[config.mk]
export PLATFORM = sky130hd
export DESIGN_NAME = sdram_bridge_arbiter
export DESIGN_NICKNAME = d
export VERILOG_FILES = /design/src/rtl/sdram_bridge_arbiter.sv
export SDC_FILE = /design/constraint.sdc
export NUM_CORES = 1
export LEC_CHECK = 0
export CAP_MARGIN = 0
export CORE_MARGIN = 2
export CORE_UTILIZATION = 43
export CTS_CLUSTER_DIAMETER = 30
export CTS_CLUSTER_SIZE = 30
export DETAILED_ROUTE_END_ITERATION = 8
export PLACE_DENSITY_LB_ADDON = 0.05
export RECOVER_POWER = 100
export SLEW_MARGIN = 20
export SYNTH_ARGS = -nofsm -noshare
export SYNTH_HDL_FRONTEND = slang
export SYNTH_SLANG_ARGS = --single-unit
[constraint.sdc]
create_clock -name clk_clk -period 2.5 [get_ports clk_clk]
set_input_delay 0.375 -clock clk_clk [delete_from_list [all_inputs] [get_ports clk_clk]]
set_output_delay 0.375 -clock clk_clk [all_outputs]
set_load 0.05 [all_outputs]
[src/rtl/sdram_bridge_arbiter.sv]
// rtl/sdram_bridge_arbiter.sv - round-robin two-master arbiter for the SDRAM bridge port
module sdram_bridge_arbiter #(
  parameter int ADDR_W  = 26,
  parameter int DATA_W  = 16,
  parameter int BE_W    = 2,
  parameter int TIMEOUT = 1023
) (
  input  logic              clk_clk,
  input  logic              reset_reset_n,
  input  logic [ADDR_W-1:0] m0_address,
  input  logic [BE_W-1:0]   m0_byte_enable,
  input  logic              m0_read,
  input  logic              m0_write,
  input  logic [DATA_W-1:0] m0_write_data,
  output logic              m0_ack,
  output logic [DATA_W-1:0] m0_read_data,
  input  logic [ADDR_W-1:0] m1_address,
  input  logic [BE_W-1:0]   m1_byte_enable,
  input  logic              m1_read,
  input  logic              m1_write,
  input  logic [DATA_W-1:0] m1_write_data,
  output logic              m1_ack,
  output logic [DATA_W-1:0] m1_read_data,
  output logic [ADDR_W-1:0] br_address,
  output logic [BE_W-1:0]   br_byte_enable,
  output logic              br_read,
  output logic              br_write,
  output logic [DATA_W-1:0] br_write_data,
  input  logic              br_acknowledge,
  input  logic [DATA_W-1:0] br_read_data,
  output logic              timeout_pulse,
  output logic              busy
);

  typedef enum logic [1:0] {S_IDLE, S_ACCESS, S_RECOVER} state_t;

  // Exit is taken on the edge after the watchdog shows TIMEOUT-1, giving TIMEOUT access cycles.
  localparam logic [15:0] WDOG_LIMIT = 16'(TIMEOUT - 1);

  state_t              r_state, w_state_nxt;
  logic                r_last_grant, w_last_grant_nxt;
  logic                r_gnt, w_gnt_nxt;
  logic [15:0]         r_wdog, w_wdog_nxt;
  logic [ADDR_W-1:0]   r_br_address, w_br_address_nxt;
  logic [BE_W-1:0]     r_br_be, w_br_be_nxt;
  logic [DATA_W-1:0]   r_br_wdata, w_br_wdata_nxt;
  logic                r_br_read, w_br_read_nxt;
  logic                r_br_write, w_br_write_nxt;
  logic                r_m0_ack, w_m0_ack_nxt;
  logic                r_m1_ack, w_m1_ack_nxt;
  logic [DATA_W-1:0]   r_m0_rdata, w_m0_rdata_nxt;
  logic [DATA_W-1:0]   r_m1_rdata, w_m1_rdata_nxt;
  logic                r_timeout, w_timeout_nxt;
  logic                r_busy, w_busy_nxt;
  logic                w_req0, w_req1, w_pick;
  logic [DATA_W-1:0]   w_done_data;

  assign w_req0 = m0_read | m0_write;
  assign w_req1 = m1_read | m1_write;
  // On a tie the master that did not win last time gets the bridge.
  assign w_pick = (w_req0 && w_req1) ? ~r_last_grant : w_req1;

  // Next-state and next-output logic; every registered output is computed here.
  always_comb begin
    w_state_nxt      = r_state;
    w_last_grant_nxt = r_last_grant;
    w_gnt_nxt        = r_gnt;
    w_wdog_nxt       = r_wdog;
    w_br_address_nxt = r_br_address;
    w_br_be_nxt      = r_br_be;
    w_br_wdata_nxt   = r_br_wdata;
    w_br_read_nxt    = r_br_read;
    w_br_write_nxt   = r_br_write;
    w_m0_ack_nxt     = 1'b0;
    w_m1_ack_nxt     = 1'b0;
    w_m0_rdata_nxt   = r_m0_rdata;
    w_m1_rdata_nxt   = r_m1_rdata;
    w_timeout_nxt    = 1'b0;
    w_done_data      = '0;
    case (r_state)
      S_IDLE: begin
        if (w_req0 || w_req1) begin
          w_gnt_nxt        = w_pick;
          w_last_grant_nxt = w_pick;
          w_wdog_nxt       = '0;
          w_br_address_nxt = w_pick ? m1_address     : m0_address;
          w_br_be_nxt      = w_pick ? m1_byte_enable : m0_byte_enable;
          w_br_wdata_nxt   = w_pick ? m1_write_data  : m0_write_data;
          // Write takes priority when a master raises both strobes.
          w_br_write_nxt   = w_pick ? m1_write : m0_write;
          w_br_read_nxt    = w_pick ? (m1_read & ~m1_write) : (m0_read & ~m0_write);
          w_state_nxt      = S_ACCESS;
        end
      end
      S_ACCESS: begin
        w_wdog_nxt = (r_wdog == 16'hFFFF) ? r_wdog : r_wdog + 16'd1;
        if (br_acknowledge || (r_wdog >= WDOG_LIMIT)) begin
          // A late acknowledge on the final watchdog cycle still counts as success.
          if (br_acknowledge && !r_br_write) begin
            w_done_data = br_read_data;
          end
          w_timeout_nxt  = ~br_acknowledge;
          w_br_read_nxt  = 1'b0;
          w_br_write_nxt = 1'b0;
          if (r_gnt) begin
            w_m1_ack_nxt   = 1'b1;
            w_m1_rdata_nxt = w_done_data;
          end else begin
            w_m0_ack_nxt   = 1'b1;
            w_m0_rdata_nxt = w_done_data;
          end
          w_state_nxt = S_RECOVER;
        end
      end
      S_RECOVER: begin
        w_state_nxt = S_IDLE;
      end
      default: begin
        w_state_nxt = S_IDLE;
      end
    endcase
    w_busy_nxt = (w_state_nxt != S_IDLE);
  end

  // State and output registers; reset clears everything and favours m0 on the first tie.
  always_ff @(posedge clk_clk or negedge reset_reset_n) begin
    if (!reset_reset_n) begin
      r_state      <= S_IDLE;
      r_last_grant <= 1'b1;
      r_gnt        <= 1'b0;
      r_wdog       <= '0;
      r_br_address <= '0;
      r_br_be      <= '0;
      r_br_wdata   <= '0;
      r_br_read    <= 1'b0;
      r_br_write   <= 1'b0;
      r_m0_ack     <= 1'b0;
      r_m1_ack     <= 1'b0;
      r_m0_rdata   <= '0;
      r_m1_rdata   <= '0;
      r_timeout    <= 1'b0;
      r_busy       <= 1'b0;
    end else begin
      r_state      <= w_state_nxt;
      r_last_grant <= w_last_grant_nxt;
      r_gnt        <= w_gnt_nxt;
      r_wdog       <= w_wdog_nxt;
      r_br_address <= w_br_address_nxt;
      r_br_be      <= w_br_be_nxt;
      r_br_wdata   <= w_br_wdata_nxt;
      r_br_read    <= w_br_read_nxt;
      r_br_write   <= w_br_write_nxt;
      r_m0_ack     <= w_m0_ack_nxt;
      r_m1_ack     <= w_m1_ack_nxt;
      r_m0_rdata   <= w_m0_rdata_nxt;
      r_m1_rdata   <= w_m1_rdata_nxt;
      r_timeout    <= w_timeout_nxt;
      r_busy       <= w_busy_nxt;
    end
  end

  assign br_address     = r_br_address;
  assign br_byte_enable = r_br_be;
  assign br_write_data  = r_br_wdata;
  assign br_read        = r_br_read;
  assign br_write       = r_br_write;
  assign m0_ack         = r_m0_ack;
  assign m1_ack         = r_m1_ack;
  assign m0_read_data   = r_m0_rdata;
  assign m1_read_data   = r_m1_rdata;
  assign timeout_pulse  = r_timeout;
  assign busy           = r_busy;

endmodule

==> metrics, run 1 <==
reg-to-reg startpoint r_wdog[11]; Cell variety after synth 38; R2R cell count 5; htree depth 3; fmax 0.4431 GHz; CTS max path bufs 2; WL final 12390 um; number of fill cells in the layout 892; routability cong. 0.8474; Synth Area in Adders 0.5528%; top cells by area, synth dfrtp_1 (56%), mux2i_1 (9.7%), nand2_1 (9.0%), o21ai_0 (8.1%), o21ai_1 (1.5%); final worst slack 0.2432 ns; Clock Tree Root clkbuf_8; core area 10280 um2; Synth Net Count 564; Post-CTS Setup Bufs 0; Worst Skew 0.01448 ns; die width 106.6 um; HP Class primary input to async pin; wire per inst 15.76 um; Avg Inst Size Synth 10.04 um2; worst rel slew slack 21.52%; CP max FO 28; leak pwr 0.003111 uW; Critical Path Start Type primary input; Resized cells post-CTS 0; post-synthesis async set-or-reset flop share 100.0%; # rows 37; final hold viol count 0; Worst R2R End m1_read_data[9]; Post-Synth Simple-Gate Area 15.64%; IO buf count 192; die height 106.6 um; DRC 0; max-cap check violation count 0; CP endpoint kind register; status completed; Hold Buf Count CTS 0; CTS buffer count 9; Period minus WS final 2.257 ns; via count 3977; CP arrival 2.48 ns; Seq cells post-synth 102; vias per cell 5.060; Max Slew Vio Count 0; total of warnings raised by yosys 0; initial antenna violation count 0; post-layout util 66.20%; # IOs 193; global-route wire length before repair 20290 um; area share of the largest cell type after synthesis 55.83%; antenna cell count 0; GRT overflow 0; Post-Synth XOR/XNOR Area 2.515%; Initial Util 44.05%; largest net degree at the start of global routing 67; largest area contributor in the netlist dfrtp_1; DRT antenna net count 0; Pre-antenna DRT Iters 4; Max VDD drop 0.0005586 V; sequential area share after synthesis 56.41%; R2R Setup Slk 0.28 ns; worst skew pair latency 0.36 ns; crit path kind primary input to register; Post-synth EDFFs 0; Main synth FF type dfrtp_1; die area 11360 um2; mux cell area share after synthesis 9.729%; commonest non-fill, non-tap cell in the layout clkdlybuf4s50_1; clock tree from TritonCTS built; DR iter-0 viols 150; GRT Total Usage 22.73%; total power 8499 uW; unrepaired setup endpoints after global routing no; CTS sink cnt 102; Area Overhead vs Synth 50.30%; number of nets in the layout 759; Compound-Gate Fraction of Synth Area 12.33%; commonest non-fill, non-tap cells in the layout clkdlybuf4s50_1 (109), nand2_1 (108), dfrtp_1 (101), o21ai_0 (86), dlygate4sd3_1 (82); Syn Inst Count 451; DP Worst Slack -0.06545 ns; Power Dens Cells 1249 nW/um2; mapped cell area 4527 um2; Required @ worst endpoint 2.72 ns; vias in the first global route 4126; worst slew pin tran 1.177 ns; main combinational cell family by area after synthesis simple AND/OR/NAND/NOR gates; detailed placer's ending HPWL 9520 um; final-report setup violation count 0; CTS clk-pin slew, worst paths 0.09 ns; Tcrit/Tclk final 90.27%; layout cells sized above 1 5.538%
==> through the flow <==
stage / hold slack, ns / instance area (um2) / TNS [ns] / instances
floorplan: 0.07941 / 4527 / 0 / 451
global placement: 0.4283 / 6674 / 0 / 771
detailed placement: 0.4360 / 6674 / -0.06545 / 771
CTS: 0.03855 / 6847 / 0 / 786
global route: 0.3289 / 6804 / 0 / 786
finish: 0.2379 / 6804 / 0 / 786
==> report_power, final <==
part	switching, uW	total, uW	internal (uW)
logic	3400	4890	1490
registers	375	2680	2300
clock network	548	934	386
==> cells by family (layout without fill, tap and decap cells) <==
kind of cell / count (synthesis) / in the layout
AO/OA/AOI/OAI: 99 / 99
XOR/XNOR: 13 / 13
adder cells (fa/ha/maj): 2 / 2
buffers and inverters: 29 / 228
flip-flops: 102 / 102
multiplexers: 44 / 44
AND/OR/NAND/NOR: 162 / 162
==> sequential cells by signal (all words and copies together) (netlist names) <==
register	count
m1_ack	1
m1_read_data	16
br_write_data	16
r_last_grant	1
timeout_pulse	1
br_byte_enable	2
br_read	1
m0_ack	1
r_wdog	16
busy	1
br_address	26
m0_read_data	16
r_gnt	1
br_write	1
r_state	2
==> cells in the mapped netlist, drive strengths merged (3+ instances only) <==
master and count:
inv 6, nor3 7, and4 5, xnor2 8
mux2i 44, nand4 6, clkbuf 14, buf 9
nor2 18, xor2 5, nand3 6, nor4 3
nand2 108, o21ai 87, dfrtp 101
==> metal layers <==
| metal | track usage (%) | vias up | wire [um] |
|---|---|---|---|
| met2 | 37.85 | 142 | 6100 |
| met1 | 29.21 | 1879 | 5144 |
| met3 | 6.383 | 11 | 1001 |
| met4 | 6.215 | 0 | 140 |
| li1 | - | 1945 | - |
| met5 | 0 | - | 0 |
==> layout make-up <==
| class | instances | area [um2] | share of cell area (%) |
|---|---|---|---|
| tap | 136 | 170.2 | 2.501 |
| sequential | 102 | 2554 | 37.53 |
| timing repair buffer | 207 | 2034 | 29.90 |
| clock inverter | 5 | 35.03 | 0.5149 |
| inverter | 6 | 22.52 | 0.3310 |
| multi-input combinational | 320 | 1851 | 27.20 |
| clock buffer | 10 | 137.6 | 2.023 |
==> critical path, cell delays in order <==
cell,delay (ns)
clkdlybuf4s50_1,0.46
nor4_1,0.58
clkbuf_1,0.27
or3_2,0.22
clkbuf_2,0.40
o21ai_0,0.18
==> worst max path at each step <==
stage / start / to / slack (ns) / depth (start not counted)
2_1_floorplan: r_wdog[14] / m1_read_data[14] / 0.57 / 6
3_3_place_gp: m1_write / br_write / 0.12 / 6
3_5_place_dp: m1_write / br_write / -0.07 / 6
4_1_cts: m1_write / br_write / 0.31 / 6
5_1_grt: m0_write / br_address[16] / 0.11 / 6
6_report: m0_write / br_address[21] / 0.24 / 6
No activity file was read; power rests on OpenSTA's default activity.
==> run 2, diff against run 1 <==
ABC_AREA = 1   (was unset)
CORE_UTILIZATION = 44   (was 43)
==> metrics, run 2 <==
status completed; layout cells sized above 1 5.144%; via count 4776; Clk pwr share 16.5%; reg-to-reg startpoint r_wdog[0]; commonest non-fill, non-tap cell in the layout nand2_1; Main synth FF type dfrtp_1; most frequent cell after synthesis nand2_1; fmax 0.4732 GHz; Max Slew Vio Count 0; global-route wire length before repair 22830 um; CTS sink cnt 102; CP endpoint kind register; main combinational cell family by area after synthesis simple AND/OR/NAND/NOR gates; area of the multi-input gates 2022 um2; routability cong. 0.8897; switching part of the total 50.40%; DRC 0; Initial Util 45.32%; Period minus WS final 2.113 ns; Syn Inst Count 615; DRT antenna net count 0; vias per cell 5.097; wire per inst 15.08 um; CP Cell Sequence dlygate4sd3_1 -> nor2_1 -> nor2_1 -> nor2_2 -> clkbuf_2 -> o21ai_0 -> o21ai_0; clock tree from TritonCTS built; worst rel slew slack 25.94%; worst slew pin tran 1.111 ns; top cells by count, synth nand2_1 (168), dfrtp_1 (101), nor2_1 (85), o21ai_0 (81), inv_1 (37); largest net degree at the start of global routing 48; final-report setup violation count 0; max-cap check violation count 0; GRT Total Usage 23.90%; Synth Area in Adders 0.5049%; register area 2554 um2; worst skew pair latency 0.34 ns; HP Class primary input to async pin; die width 110.1 um; mux cell area share after synthesis 0%; Post-synth EDFFs 0; commonest non-fill, non-tap cells in the layout nand2_1 (169), clkdlybuf4s50_1 (108), o21ai_0 (105), dfrtp_1 (101), nor2_1 (85); DR iter-0 viols 275; slowest stage delay, CP 0.64 ns; Setup crit start m0_read; leak pwr 0.003397 uW; die height 110.1 um; sequential share of power 29.0%; final hold viol count 0; dpl cell area 6952 um2; Critical Path Start Type primary input; antenna cell count 0; core area 10940 um2; WL final 14130 um; initial antenna violation count 0; CP max FO 47; CTS clk-pin slew, worst paths 0.07 ns; # rows 38; area share of the largest cell type after synthesis 51.00%; Post-Synth XOR/XNOR Area 1.237%; setup TNS 0 ns; mapped cell area 4956 um2; die area 12130 um2; GRT overflow 0; top cells by area, synth dfrtp_1 (51%), nand2_1 (13%), o21ai_0 (8.2%), nor2_1 (6.4%), nand4_1 (4.5%); # IOs 193; Tcrit/Tclk final 84.54%; Resized cells post-CTS 0; number of nets in the layout 905; P_int 4415 uW; logic gate share of total power 54.5%; IO buf count 192; vias in the first global route 4754; Max VDD drop 0.0007967 V; Worst Skew 0.01118 ns; largest delay contributor family on the critical path buffers and inverters; Pre-antenna DRT Iters 4; Required @ worst endpoint 2.76 ns; largest area contributor in the netlist dfrtp_1; Buf+Inv Stages, Crit Path 2; Synth Net Count 728; crit path kind primary input to register; Hold Buf Count CTS 0; detailed placer's ending HPWL 10200 um; Compound-Gate Fraction of Synth Area 11.21%; Slowest cell on crit path clkbuf_2; total of warnings raised by yosys 0; sequential area share after synthesis 51.53%; CTS max path bufs 2; Seq cells post-synth 102; unrepaired setup endpoints after global routing no; Area Overhead vs Synth 45.52%; Avg Inst Size Synth 8.059 um2; CTS buffer count 9; Post-Synth Simple-Gate Area 28.55%; Post-CTS Setup Bufs 0; htree depth 3; Cell variety after synth 28; Final Instance Area 7212 um2; CP arrival 2.37 ns; number of fill cells in the layout 952; net switching power 4486 uW; Power Dens Cells 1234 nW/um2; Clock Tree Root clkbuf_16; post-synthesis async set-or-reset flop share 100.0%; number of flip-flops in the largest register 26
## run 2: per-stage QoR
step	instances	util, %	hold slack, ns	total power, uW	worst slack (ns)
final	937	65.95	0.2372	8901	0.3865
after global routing	937	65.95	0.3319	9432	0.1833
after CTS	937	66.49	0.05573	9240	0.4280
after detailed placement	921	63.57	0.4191	7761	0.4469
after global placement	921	63.57	0.4157	7672	0.5130
after floorplan	615	-	0.07941	6004	0.8981
## run 2: power groups by stage
stage | combinational [uW] | sequential (uW) | clock [uW]
after floorplan | 1570 | 4430 | 0
after global placement | 5060 | 2610 | 0
after detailed placement | 5130 | 2630 | 0
after CTS | 5130 | 2620 | 1490
after global routing | 5220 | 2650 | 1570
final | 4850 | 2580 | 1470
## run 2: worst paths after layout
path | end | slack, ns | depth (start not counted)
max reg2reg | br_read | 0.41 | 9
min in group clk_clk | m1_read_data[4] | 0.47 | 2
min | r_wdog[2] | 0.24 | 1
max | br_write_data[5] | 0.39 | 7
max in group asynchronous | r_wdog[11] | 0.62 | 2
min reg2reg | m1_read_data[4] | 0.47 | 2
## run 2: logic make-up after synthesis
group / after synthesis
adder cells (fa/ha/maj): 2
AND/OR/NAND/NOR: 322
XOR/XNOR: 7
AO/OA/AOI/OAI: 106
flip-flops: 102
buffers and inverters: 76
## run 2: cell type report
type                       instances  area share (%)
timing repair buffer             201           27.57
inverter                          41           2.134
tap                              140           2.429
multi-input combinational        437           28.04
sequential                       102           35.41
clock inverter                     6           1.110
clock buffer                      10           3.314
## run 2: routing by layer
layer,routed length (um),GRT usage [%],vias up
met5,0,0,-
met4,141,6.071,0
met3,1299,7.055,13
met2,7149,40.84,179
met1,5544,29.73,2229
li1,-,-,2355
## run 2: worst register-to-register path, cell delays in order (launching register included)
cell	delay [ns]
dfrtp_1	0.46
inv_1	0.09
ha_1	0.19
or2_2	0.27
nand3_1	0.15
nand3_4	0.36
nand2_1	0.28
nand2_1	0.07
nand2_1	0.07
nand2_1	0.05
